## config.mk

```make
export PLATFORM = sky130hd
export DESIGN_NAME = player_input_ctrl_flat
export DESIGN_NICKNAME = d
export VERILOG_FILES = /design/src/rtl/game_pkg.sv /design/src/rtl/player_input_ctrl_if.sv /design/src/rtl/input_debounce.sv /design/src/rtl/player_input_ctrl.sv /design/src/flat_wrapper.sv
export SDC_FILE = /design/constraint.sdc
export NUM_CORES = 1
export LEC_CHECK = 0
export CORE_MARGIN = 1.5
export CORE_UTILIZATION = 45
export DETAILED_ROUTE_END_ITERATION = 16
export PLACE_DENSITY_LB_ADDON = 0.25
export SLEW_MARGIN = 20
export SYNTH_ARGS = -nofsm -noshare
export SYNTH_HDL_FRONTEND = slang
export SYNTH_SLANG_ARGS = --single-unit
```

## constraint.sdc

```tcl
create_clock -name clk_i -period 2.31 [get_ports clk_i]
set_input_delay 0.462 -clock clk_i [delete_from_list [all_inputs] [get_ports clk_i]]
set_output_delay 0.462 -clock clk_i [all_outputs]
set_load 0.02 [all_outputs]
```

## src/rtl/game_pkg.sv

```systemverilog
// game_pkg: shared move/cooldown types and direction-resolution helper for player input conditioning
//   MOVE_UP..MOVE_RIGHT : bit indices within a move_t
//   move_t              : 4-bit direction vector
//   cooldown_t          : 8-bit frame cooldown count
//   resolve_move()      : cancels contradictory up/down and left/right pairs
package game_pkg;

    localparam int MOVE_BITS  = 4;
    localparam int MOVE_UP    = 0;
    localparam int MOVE_DOWN  = 1;
    localparam int MOVE_LEFT  = 2;
    localparam int MOVE_RIGHT = 3;

    typedef logic [MOVE_BITS-1:0] move_t;
    typedef logic [7:0]           cooldown_t;

    function automatic move_t resolve_move(move_t m);
        resolve_move = {m[MOVE_RIGHT] & ~m[MOVE_LEFT], m[MOVE_LEFT] & ~m[MOVE_RIGHT],
                        m[MOVE_DOWN] & ~m[MOVE_UP], m[MOVE_UP] & ~m[MOVE_DOWN]};
    endfunction

endpackage

```

## src/rtl/player_input_ctrl_if.sv

```systemverilog
// player_input_ctrl_if: bundle between raw board inputs / game logic and player_input_ctrl
//   move_i, shoot_i          : raw, asynchronous controller lines
//   frame_start_i            : one-cycle pulse per video frame
//   game_enable_i            : game running; low ignores inputs
//   move_o, shoot_o          : frame-latched directions, one-cycle shot commands
//   cooldown_o               : remaining cooldown frames per player
//   master drives the raw inputs, slave (player_input_ctrl) drives the outputs
interface player_input_ctrl_if #(parameter int NUM_PLAYERS = 2);
    import game_pkg::*;

    move_t     [NUM_PLAYERS-1:0] move_i;
    logic      [NUM_PLAYERS-1:0] shoot_i;
    logic                        frame_start_i;
    logic                        game_enable_i;
    move_t     [NUM_PLAYERS-1:0] move_o;
    logic      [NUM_PLAYERS-1:0] shoot_o;
    cooldown_t [NUM_PLAYERS-1:0] cooldown_o;

    modport master (
        output move_i, shoot_i, frame_start_i, game_enable_i,
        input  move_o, shoot_o, cooldown_o
    );

    modport slave (
        input  move_i, shoot_i, frame_start_i, game_enable_i,
        output move_o, shoot_o, cooldown_o
    );

endinterface

```

## src/rtl/input_debounce.sv

```systemverilog
// input_debounce: 2-flop synchroniser plus per-bit debouncer
//   clk_i   : system clock
//   reset_i : asynchronous active-low reset
//   raw_i   : asynchronous raw lines
//   level_o : debounced level; follows raw_i after it is stable for DEBOUNCE_CYCLES synced cycles
module input_debounce #(
    parameter int WIDTH           = 1,
    parameter int DEBOUNCE_CYCLES = 16
) (
    input  logic             clk_i,
    input  logic             reset_i,
    input  logic [WIDTH-1:0] raw_i,
    output logic [WIDTH-1:0] level_o
);

    localparam int CW = $clog2(DEBOUNCE_CYCLES + 1);

    logic [WIDTH-1:0]         sync1, sync2;
    logic [WIDTH-1:0][CW-1:0] cnt;

    always_ff @(posedge clk_i or negedge reset_i) begin
        if (!reset_i) begin
            sync1   <= '0;
            sync2   <= '0;
            level_o <= '0;
            cnt     <= '0;
        end else begin
            sync1 <= raw_i;
            sync2 <= sync1;
            // counter tracks consecutive cycles the synced value disagrees with the accepted level
            for (int b = 0; b < WIDTH; b++) begin
                if (sync2[b] == level_o[b])
                    cnt[b] <= '0;
                else if (cnt[b] == CW'(DEBOUNCE_CYCLES - 1)) begin
                    level_o[b] <= sync2[b];
                    cnt[b]     <= '0;
                end else
                    cnt[b] <= cnt[b] + 1'b1;
            end
        end
    end

endmodule

```

## src/rtl/player_input_ctrl.sv

```systemverilog
// player_input_ctrl: N-player input conditioner (debounce, direction resolution, frame-latched moves, rate-limited shots)
//   clk_i   : system/pixel clock
//   reset_i : asynchronous active-low reset
//   bus     : player_input_ctrl_if.slave (raw inputs in, move_o/shoot_o/cooldown_o out)
//   PLAYER_INPUT_AUTOFIRE_EN : when defined, a held fire button keeps a shot pending (autofire)
module player_input_ctrl
    import game_pkg::*;
#(
    parameter int NUM_PLAYERS     = 2,
    parameter int MOVE_BITS       = 4,
    parameter int DEBOUNCE_CYCLES = 16,
    parameter int COOLDOWN_FRAMES = 3
) (
    input logic                  clk_i,
    input logic                  reset_i,
    player_input_ctrl_if.slave   bus
);

    for (genvar p = 0; p < NUM_PLAYERS; p++) begin : g_player
        move_t     move_db, move_q;
        logic      shoot_db, shoot_q, pending, set_pend, fire;
        cooldown_t cooldown;

        input_debounce #(.WIDTH(MOVE_BITS), .DEBOUNCE_CYCLES(DEBOUNCE_CYCLES)) u_move (
            .clk_i   (clk_i),
            .reset_i (reset_i),
            .raw_i   (bus.move_i[p]),
            .level_o (move_db)
        );

        input_debounce #(.WIDTH(1), .DEBOUNCE_CYCLES(DEBOUNCE_CYCLES)) u_shoot (
            .clk_i   (clk_i),
            .reset_i (reset_i),
            .raw_i   (bus.shoot_i[p]),
            .level_o (shoot_db)
        );

`ifdef PLAYER_INPUT_AUTOFIRE_EN
        assign set_pend = shoot_db;
`else
        logic shoot_prev;
        always_ff @(posedge clk_i or negedge reset_i)
            if (!reset_i) shoot_prev <= 1'b0;
            else          shoot_prev <= shoot_db;
        assign set_pend = shoot_db & ~shoot_prev;
`endif

        assign fire = bus.frame_start_i & bus.game_enable_i & pending & (cooldown == '0);

        always_ff @(posedge clk_i or negedge reset_i) begin
            if (!reset_i) begin
                pending  <= 1'b0;
                shoot_q  <= 1'b0;
                move_q   <= '0;
                cooldown <= '0;
            end else begin
                // a new press in the firing cycle stays buffered for the next eligible frame
                pending <= bus.game_enable_i & (set_pend | (pending & ~fire));
                shoot_q <= fire;
                if (bus.frame_start_i) begin
                    move_q   <= bus.game_enable_i ? resolve_move(move_db) : '0;
                    cooldown <= fire ? cooldown_t'(COOLDOWN_FRAMES) :
                                (cooldown != '0) ? cooldown - 1'b1 : cooldown;
                end
            end
        end

        assign bus.move_o[p]     = move_q;
        assign bus.shoot_o[p]    = shoot_q;
        assign bus.cooldown_o[p] = cooldown;
    end

endmodule

```

## src/flat_wrapper.sv

```systemverilog
// flat-port wrapper written by rule: the top's interface ports become plain ports
module player_input_ctrl_flat import game_pkg::*;
#(
    parameter int NUM_PLAYERS     = 2,
    parameter int MOVE_BITS       = 4,
    parameter int DEBOUNCE_CYCLES = 16,
    parameter int COOLDOWN_FRAMES = 3
)
  (clk_i, reset_i, bus_move_i, bus_shoot_i, bus_frame_start_i, bus_game_enable_i, bus_move_o, bus_shoot_o, bus_cooldown_o);
  player_input_ctrl_if #(.NUM_PLAYERS(NUM_PLAYERS)) bus_i ();
  input logic clk_i;
  input logic reset_i;
  input wire logic [$bits(bus_i.move_i)-1:0] bus_move_i;
  input wire logic [$bits(bus_i.shoot_i)-1:0] bus_shoot_i;
  input wire logic [$bits(bus_i.frame_start_i)-1:0] bus_frame_start_i;
  input wire logic [$bits(bus_i.game_enable_i)-1:0] bus_game_enable_i;
  output wire logic [$bits(bus_i.move_o)-1:0] bus_move_o;
  output wire logic [$bits(bus_i.shoot_o)-1:0] bus_shoot_o;
  output wire logic [$bits(bus_i.cooldown_o)-1:0] bus_cooldown_o;
  assign bus_i.move_i = bus_move_i;
  assign bus_i.shoot_i = bus_shoot_i;
  assign bus_i.frame_start_i = bus_frame_start_i;
  assign bus_i.game_enable_i = bus_game_enable_i;
  assign bus_move_o = bus_i.move_o;
  assign bus_shoot_o = bus_i.shoot_o;
  assign bus_cooldown_o = bus_i.cooldown_o;
  player_input_ctrl #(.NUM_PLAYERS(NUM_PLAYERS), .MOVE_BITS(MOVE_BITS), .DEBOUNCE_CYCLES(DEBOUNCE_CYCLES), .COOLDOWN_FRAMES(COOLDOWN_FRAMES)) u_core (.clk_i(clk_i), .reset_i(reset_i), .bus(bus_i));
endmodule
```

==> summary.md <==
| Metric | Value |
|---|---|
| Count of flip-flops with a built-in enable after synthesis | 0 |
| Element type at the critical path end | output pin |
| Pin count of the biggest net entering global routing | 44 |
| Post-detailed-routing wire length | 7170 um |
| DRC Markers | 0 |
| Post-route clock period utilization | 0.860 |
| Worst-case headroom to the max-slew limit | 0.627 |
| Final net count | 454 |
| Count of pins on the block boundary | 40 |
| Height of the chip | 102 um |
| Pins over their slew limit | 0 |
| Worst Path Max Fanout | 8 |
| Share of the yosys chip area belonging to registers | 0.630 |
| Share of power burned in combinational logic | 0.210 |
| Initial detailed-routing violation count | 97 |
| Relative contribution of the clock network to total power | 0.259 |
| TritonCTS clock tree | built |
| Total power per unit cell area | 858 nW/um^2 |
| Post-CTS clock slew at the launch and capture registers of the worst setup and hold paths | 0.10 ns |
| Distinct cell type count after synthesis | 33 |
| Cell count after synthesis | 378 |
| Routability cong. | 0.825 |
| Overall track demand over capacity in global routing | 0.159 |
| Count of buffering cells on the critical path with inverters included | 1 |
| Inserted Clock Buffers | 9 |
| Worst R2R Path Depth | 7 |
| Clk sink count | 110 |
| Number of gates resized after cts | 0 |
| Pwr Total | 4420 uW |
| Post-placement worst setup slack | 0.0774 ns |
| Routed len/inst | 12.8 um |
| CP Depth | 1 |
| DPL Wire Length | 5120 um |
| LEAKAGE | 0.00249 uW |
| Final setup violating endpoints | 0 |
| Vias per cell | 4.92 |
| Hold-fix buffer count after cts | 0 |
| Clk_lat worst skew | 0.37 ns |
| Number of synthesized register bits | 110 |
| Buffers on Ports | 39 |
| Core region area | 9330 um^2 |
| Required time worst endpoint | 1.85 ns |
| Worst-margin pin slew | 0.559 ns |
| Maximum VDD drop | 0.381 mV |
| Htree depth | 3 |
| Post-Place Cell Area | 4950 um^2 |
| Count of buffers added by post-CTS timing repair for setup | 0 |
| Area growth from synthesis to layout | 17.8% |
| Number of hold violations in the final report | 0 |
| Switching portion of total power | 0.309 |
| Post-detailed-route count of antenna-violating nets | 0 |
| Yosys warning total | 0 |
| Total number of placement rows | 35 |
| Remaining global-route overflow | 0 |
| Setup CP Type | reg2out |
| Final setup skew | 0.0123 ns |
| Max stage delay on crit path | 0.66 ns |
| Data arrival time of the worst path | 1.52 ns |
| Post-synthesis instance area | 4370 um^2 |
| Drt first pass iters | 4 |
| Clock root buffer master | sky130_fd_sc_hd__clkbuf_8 |
| Number of antenna violations at the first check in global routing | 0 |
| Hold crit path type | in2async |
| Final design area excluding fillers | 5150 um^2 |
| Internal power component | 3060 uW |
| Vias in the first global route | 2,751 |
| Run status | finished clean |
| Worst setup SP type | register |
| Part of the total power dissipated in sequential elements | 0.531 |
| Shortest period the worst path allows | 1.99 ns |
| Effective utilization at floorplan | 0.469 |
| Cell-by-cell trace of the critical path | clkdlybuf4s50_1 |
| Commonest register cell after synthesis | sky130_fd_sc_hd__dfrtp_1 |
| RSZ-0062 raised after global routing | false |
| Max_cap viols | 0 |
| Worst path setup slack after routing | 0.324 ns |
| Slowest stage cell on the critical path | sky130_fd_sc_hd__clkdlybuf4s50_1 |
| Total vias in the final route | 2,767 |
| Fill cells | 826 |
| Net switching power of the design | 1360 uW |
| Maximum frequency from static timing analysis | 503 MHz |
| Syn nets | 404 |
| Number of buffers on the longest clock path | 2 |
| Synthesized area divided by synthesized cell count | 11.6 um^2 |
| Final sum of negative setup slack | 0 ns |
| Layout cell share with drive strength beyond 1 | 0.0762 |
| Die width | 102 um |
| Crit-path leading delay family | buffers and inverters |
| Count of antenna diodes in the layout | 0 |
| Die Area | 10,300 um^2 |
| Share of synthesized flip-flops with an asynchronous set or reset | 1.00 |
| Global-route wire length before repair | 12,700 um |
## area by class of cell
| class | count | area [um^2] | area share |
|---|---|---|---|
| timing repair buffer | 44 | 450 | 0.0875 |
| inverter | 28 | 105 | 0.0204 |
| clock inverter | 7 | 71.3 | 0.0139 |
| multi-input combinational | 235 | 1480 | 0.288 |
| clock buffer | 9 | 124 | 0.0241 |
| tap | 129 | 161 | 0.0313 |
| sequential | 110 | 2750 | 0.535 |
## power by group through the flow
stage                     Sequential [uW]  Combinational (uW)  Clock, uW
after floorplan                      2490                 364          0
after global placement               2380                 918          0
after detailed placement             2380                 934          0
after CTS                            2350                 941       1190
after global routing                 2390                1030       1260
final                                2350                 926       1150
## final timing paths
check / from / endpoint / slack (ns)
setup / recovery: u_core.g_player[0].cooldown[2] / bus_cooldown_o[2] / 0.32
hold / removal: reset_i / u_core.g_player[0].u_move.cnt[1] / 0.07
setup reg to reg: u_core.g_player[0].cooldown[0] / u_core.g_player[0].cooldown[7] / 0.42
hold reg to reg: u_core.g_player[1].u_move.sync1[2] / u_core.g_player[1].u_move.sync2[2] / 0.36
max in group asynchronous: reset_i / u_core.g_player[0].u_move.cnt[16] / 1.65
min in group clk_i: u_core.g_player[1].u_move.sync1[2] / u_core.g_player[1].u_move.sync2[2] / 0.36
## registers in the layout (all words and copies together), names as in the netlist
register,flops
u_core.g_player.u_shoot.cnt,10
u_core.g_player.u_shoot.level_o,2
u_core.g_player.shoot_prev,2
u_core.g_player.u_shoot.sync2,2
u_core.g_player.u_shoot.sync1,2
u_core.g_player.move_q,8
u_core.g_player.cooldown,16
u_core.g_player.u_move.cnt,40
u_core.g_player.pending,2
u_core.g_player.shoot_q,2
u_core.g_player.u_move.sync2,8
u_core.g_player.u_move.sync1,8
u_core.g_player.u_move.level_o,8
## synthesized netlist by cell type, drive strengths merged (2+ instances only)
cell type | number | area (um^2)
nand4 | 4 | 25.0
inv | 28 | 105
or3b | 2 | 20.0
o32ai | 6 | 52.6
a31oi | 4 | 25.0
buf | 3 | 22.5
nor2 | 44 | 165
nand2 | 17 | 63.8
and2 | 12 | 75.1
and3 | 12 | 75.1
o31ai | 4 | 30.0
o41ai | 2 | 17.5
clkbuf | 2 | 7.51
a21oi | 8 | 40.0
o21ai | 27 | 135
dfrtp | 110 | 2750
mux2 | 5 | 56.3
ha | 12 | 150
or3 | 2 | 12.5
nor2b | 5 | 31.3
nand3 | 27 | 135
nand4b | 2 | 17.5
xor2 | 30 | 263
nor3 | 3 | 15.0
## per-stage QoR
stage | utilization | instances | hold slack, ns
2_1_floorplan | - | 378 | 0.166
3_3_place_gp | 0.531 | 546 | 0.335
3_5_place_dp | 0.531 | 546 | 0.335
4_1_cts | 0.552 | 562 | 0.0715
5_1_grt | 0.552 | 562 | 0.103
6_report | 0.552 | 562 | 0.0730
## routing by layer
layer | vias to the layer above | track usage | share of wire
met5 | - | 0 | 0
met2 | 32 | 0.245 | 0.46
li1 | 1381 | - | -
met4 | 0 | 0.0609 | 0.016
met1 | 1344 | 0.212 | 0.49
met3 | 10 | 0.0490 | 0.037
## kinds of logic after synthesis
group | Yosys count | synth area share
simple gates | 133 | 0.153
compound gates | 53 | 0.0744
buf+inv | 33 | 0.0309
xor+xnor | 31 | 0.0621
mux | 6 | 0.0152
fa+ha+maj | 12 | 0.0343
flops | 110 | 0.630
## cell usage in the layout (no fill, tap or decap), types with 5 or more instances in the layout
cell type                         synthesis  routed
sky130_fd_sc_hd__nand3_1                 27      27
sky130_fd_sc_hd__ha_1                    12      12
sky130_fd_sc_hd__mux2_2                   5       5
sky130_fd_sc_hd__clkdlybuf4s50_1          0      38
sky130_fd_sc_hd__nand2_1                 17      17
sky130_fd_sc_hd__clkbuf_8                 0       9
sky130_fd_sc_hd__a21oi_1                  8       8
sky130_fd_sc_hd__o32ai_1                  6       6
sky130_fd_sc_hd__o21ai_0                 27      27
sky130_fd_sc_hd__xor2_1                  30      30
sky130_fd_sc_hd__and2_1                  12      12
sky130_fd_sc_hd__nor2b_1                  5       5
sky130_fd_sc_hd__dfrtp_1                110     110
sky130_fd_sc_hd__inv_1                   27      27
sky130_fd_sc_hd__and3_1                  12      12
sky130_fd_sc_hd__nor2_1                  44      44
No activity file was read; power rests on OpenSTA's default activity.
==> RTL edit (config.mk and constraints unchanged) <==
The option `PLAYER_INPUT_AUTOFIRE_EN` is turned on by a define.
--- a/src/rtl/player_input_ctrl.sv
+++ b/src/rtl/player_input_ctrl.sv
@@ -5,2 +5,4 @@
 //   PLAYER_INPUT_AUTOFIRE_EN : when defined, a held fire button keeps a shot pending (autofire)
+`define PLAYER_INPUT_AUTOFIRE_EN
+
 module player_input_ctrl
Behaviour: same outputs for any inputs over 10 cycles, from zero or initial values and one cycle with reset_i low; that may be too few to reach the edited logic, so the function may still have changed.
==> RTL edit against the unedited design <==
Die area shrank 1.4%; sequential cell count shrank 2; power shrank 0.56%; final cell count shrank 0.53%; sequential share of layout area shrank 0.39 points; routed wire length grew 1.5%; synthesized area shrank 1.4%; cell area shrank 1.1%; count of clock-buffer cells in the layout is the same; worst setup slack is essentially flat; first-iteration DRC count shrank 37%; combinational power grew 1%; register-to-register slack gained 0.04 ns.
==> RTL edit: results (changes against the unedited design) <==
• **clock skew after layout** 0.0100 ns, -0.00230 ns
• **Via density** 4.99, +1.4%
• **Setup Slack @ Placement** 0.0956 ns, +0.0182 ns
• **post-layout instance count excluding filler cells** 559, -0.53%
• **end point of the critical path** bus_cooldown_o[10]
• **most frequent cells after synthesis** 108 x dfrtp_1, 44 x nor2_1, 30 x xor2_1
• **share of the cycle needed by the critical path after routing** 0.860, about the same
• **number of cells produced by synthesis** 374, -1.1%
• **launch point of the worst path** u_core.g_player[1].cooldown[2]
• **synthesis-to-layout area growth** 18.2%
• **final worst hold slack** 0.0552 ns, -0.0178 ns
• **total routing usage reported by global routing** 0.163, +0.00429
• **final routed wire length divided by cell count** 13.0 um, +2.1%
• **Final Net Count** 452, -0.44%
• **sequential element share of the synthesized area** 0.627, -0.00247
• **RD Place Congestion** 0.842, +2.1%
• **Pleak** 2.45 nW, -1.5%
• **Iteration-0 DRC Markers** 61, -37%
• **first-pass GRT wire length** 12.9 mm, +1.5%
• **net count after synthesis** 400, -0.99%
• **placed cells** 544, -0.37%
• **Fill cells** 796, -3.6%
• **result of the run** finished, final reports clean
• **cell internal power dissipation** 3.02 mW, -1.1%
• **top area cells in the synthesized netlist** dfrtp_1 63%, xor2_1 6.1%, nor2_1 3.8%, ha_1 3.5%, nand3_1 3.1%
• **Post-Place Cell Area** 4890 sq um, -1.2%
• **HPWL reported at the end of detailed placement** 5.17 mm, +1.2%
• **internal reg-to-reg setup slack** 0.46 ns, +0.04 ns
• **Max-slew headroom** 0.658, +0.0303
• **cell area power density** 863 nW/um^2, +0.54%
• **share of cells above drive strength 1** 0.0791, +0.00286
## RTL edit: metal layers
| layer | wire length, um | track usage |
|---|---|---|
| met5 | 0 | 0 |
| met4 | 82 | 0.0488 |
| met3 | 260 | 0.0520 |
| met2 | 3390 | 0.252 |
| met1 | 3550 | 0.222 |
## RTL edit: logic make-up (layout without fill, tap and decap cells)
logic type / after synthesis / count (layout) / share of synthesized area
AOI/OAI and AO/OA: 53 / 53 / 0.0755
buffers and inverters: 33 / 89 / 0.0314
and+or+nand+nor: 131 / 131 / 0.153
muxes: 6 / 6 / 0.0154
xor gates and xnor gates: 31 / 31 / 0.0630
adders and majority gates: 12 / 12 / 0.0348
DFF: 108 / 108 / 0.627
## RTL edit: cell type report
class                   count  share of cell area
multi-input cells         233               0.289
flip-flops and latches    108               0.531
clock buffers               9              0.0243
clock inverters             6              0.0147
well taps                 129              0.0317
repair buffers             46              0.0889
inverters                  28              0.0206
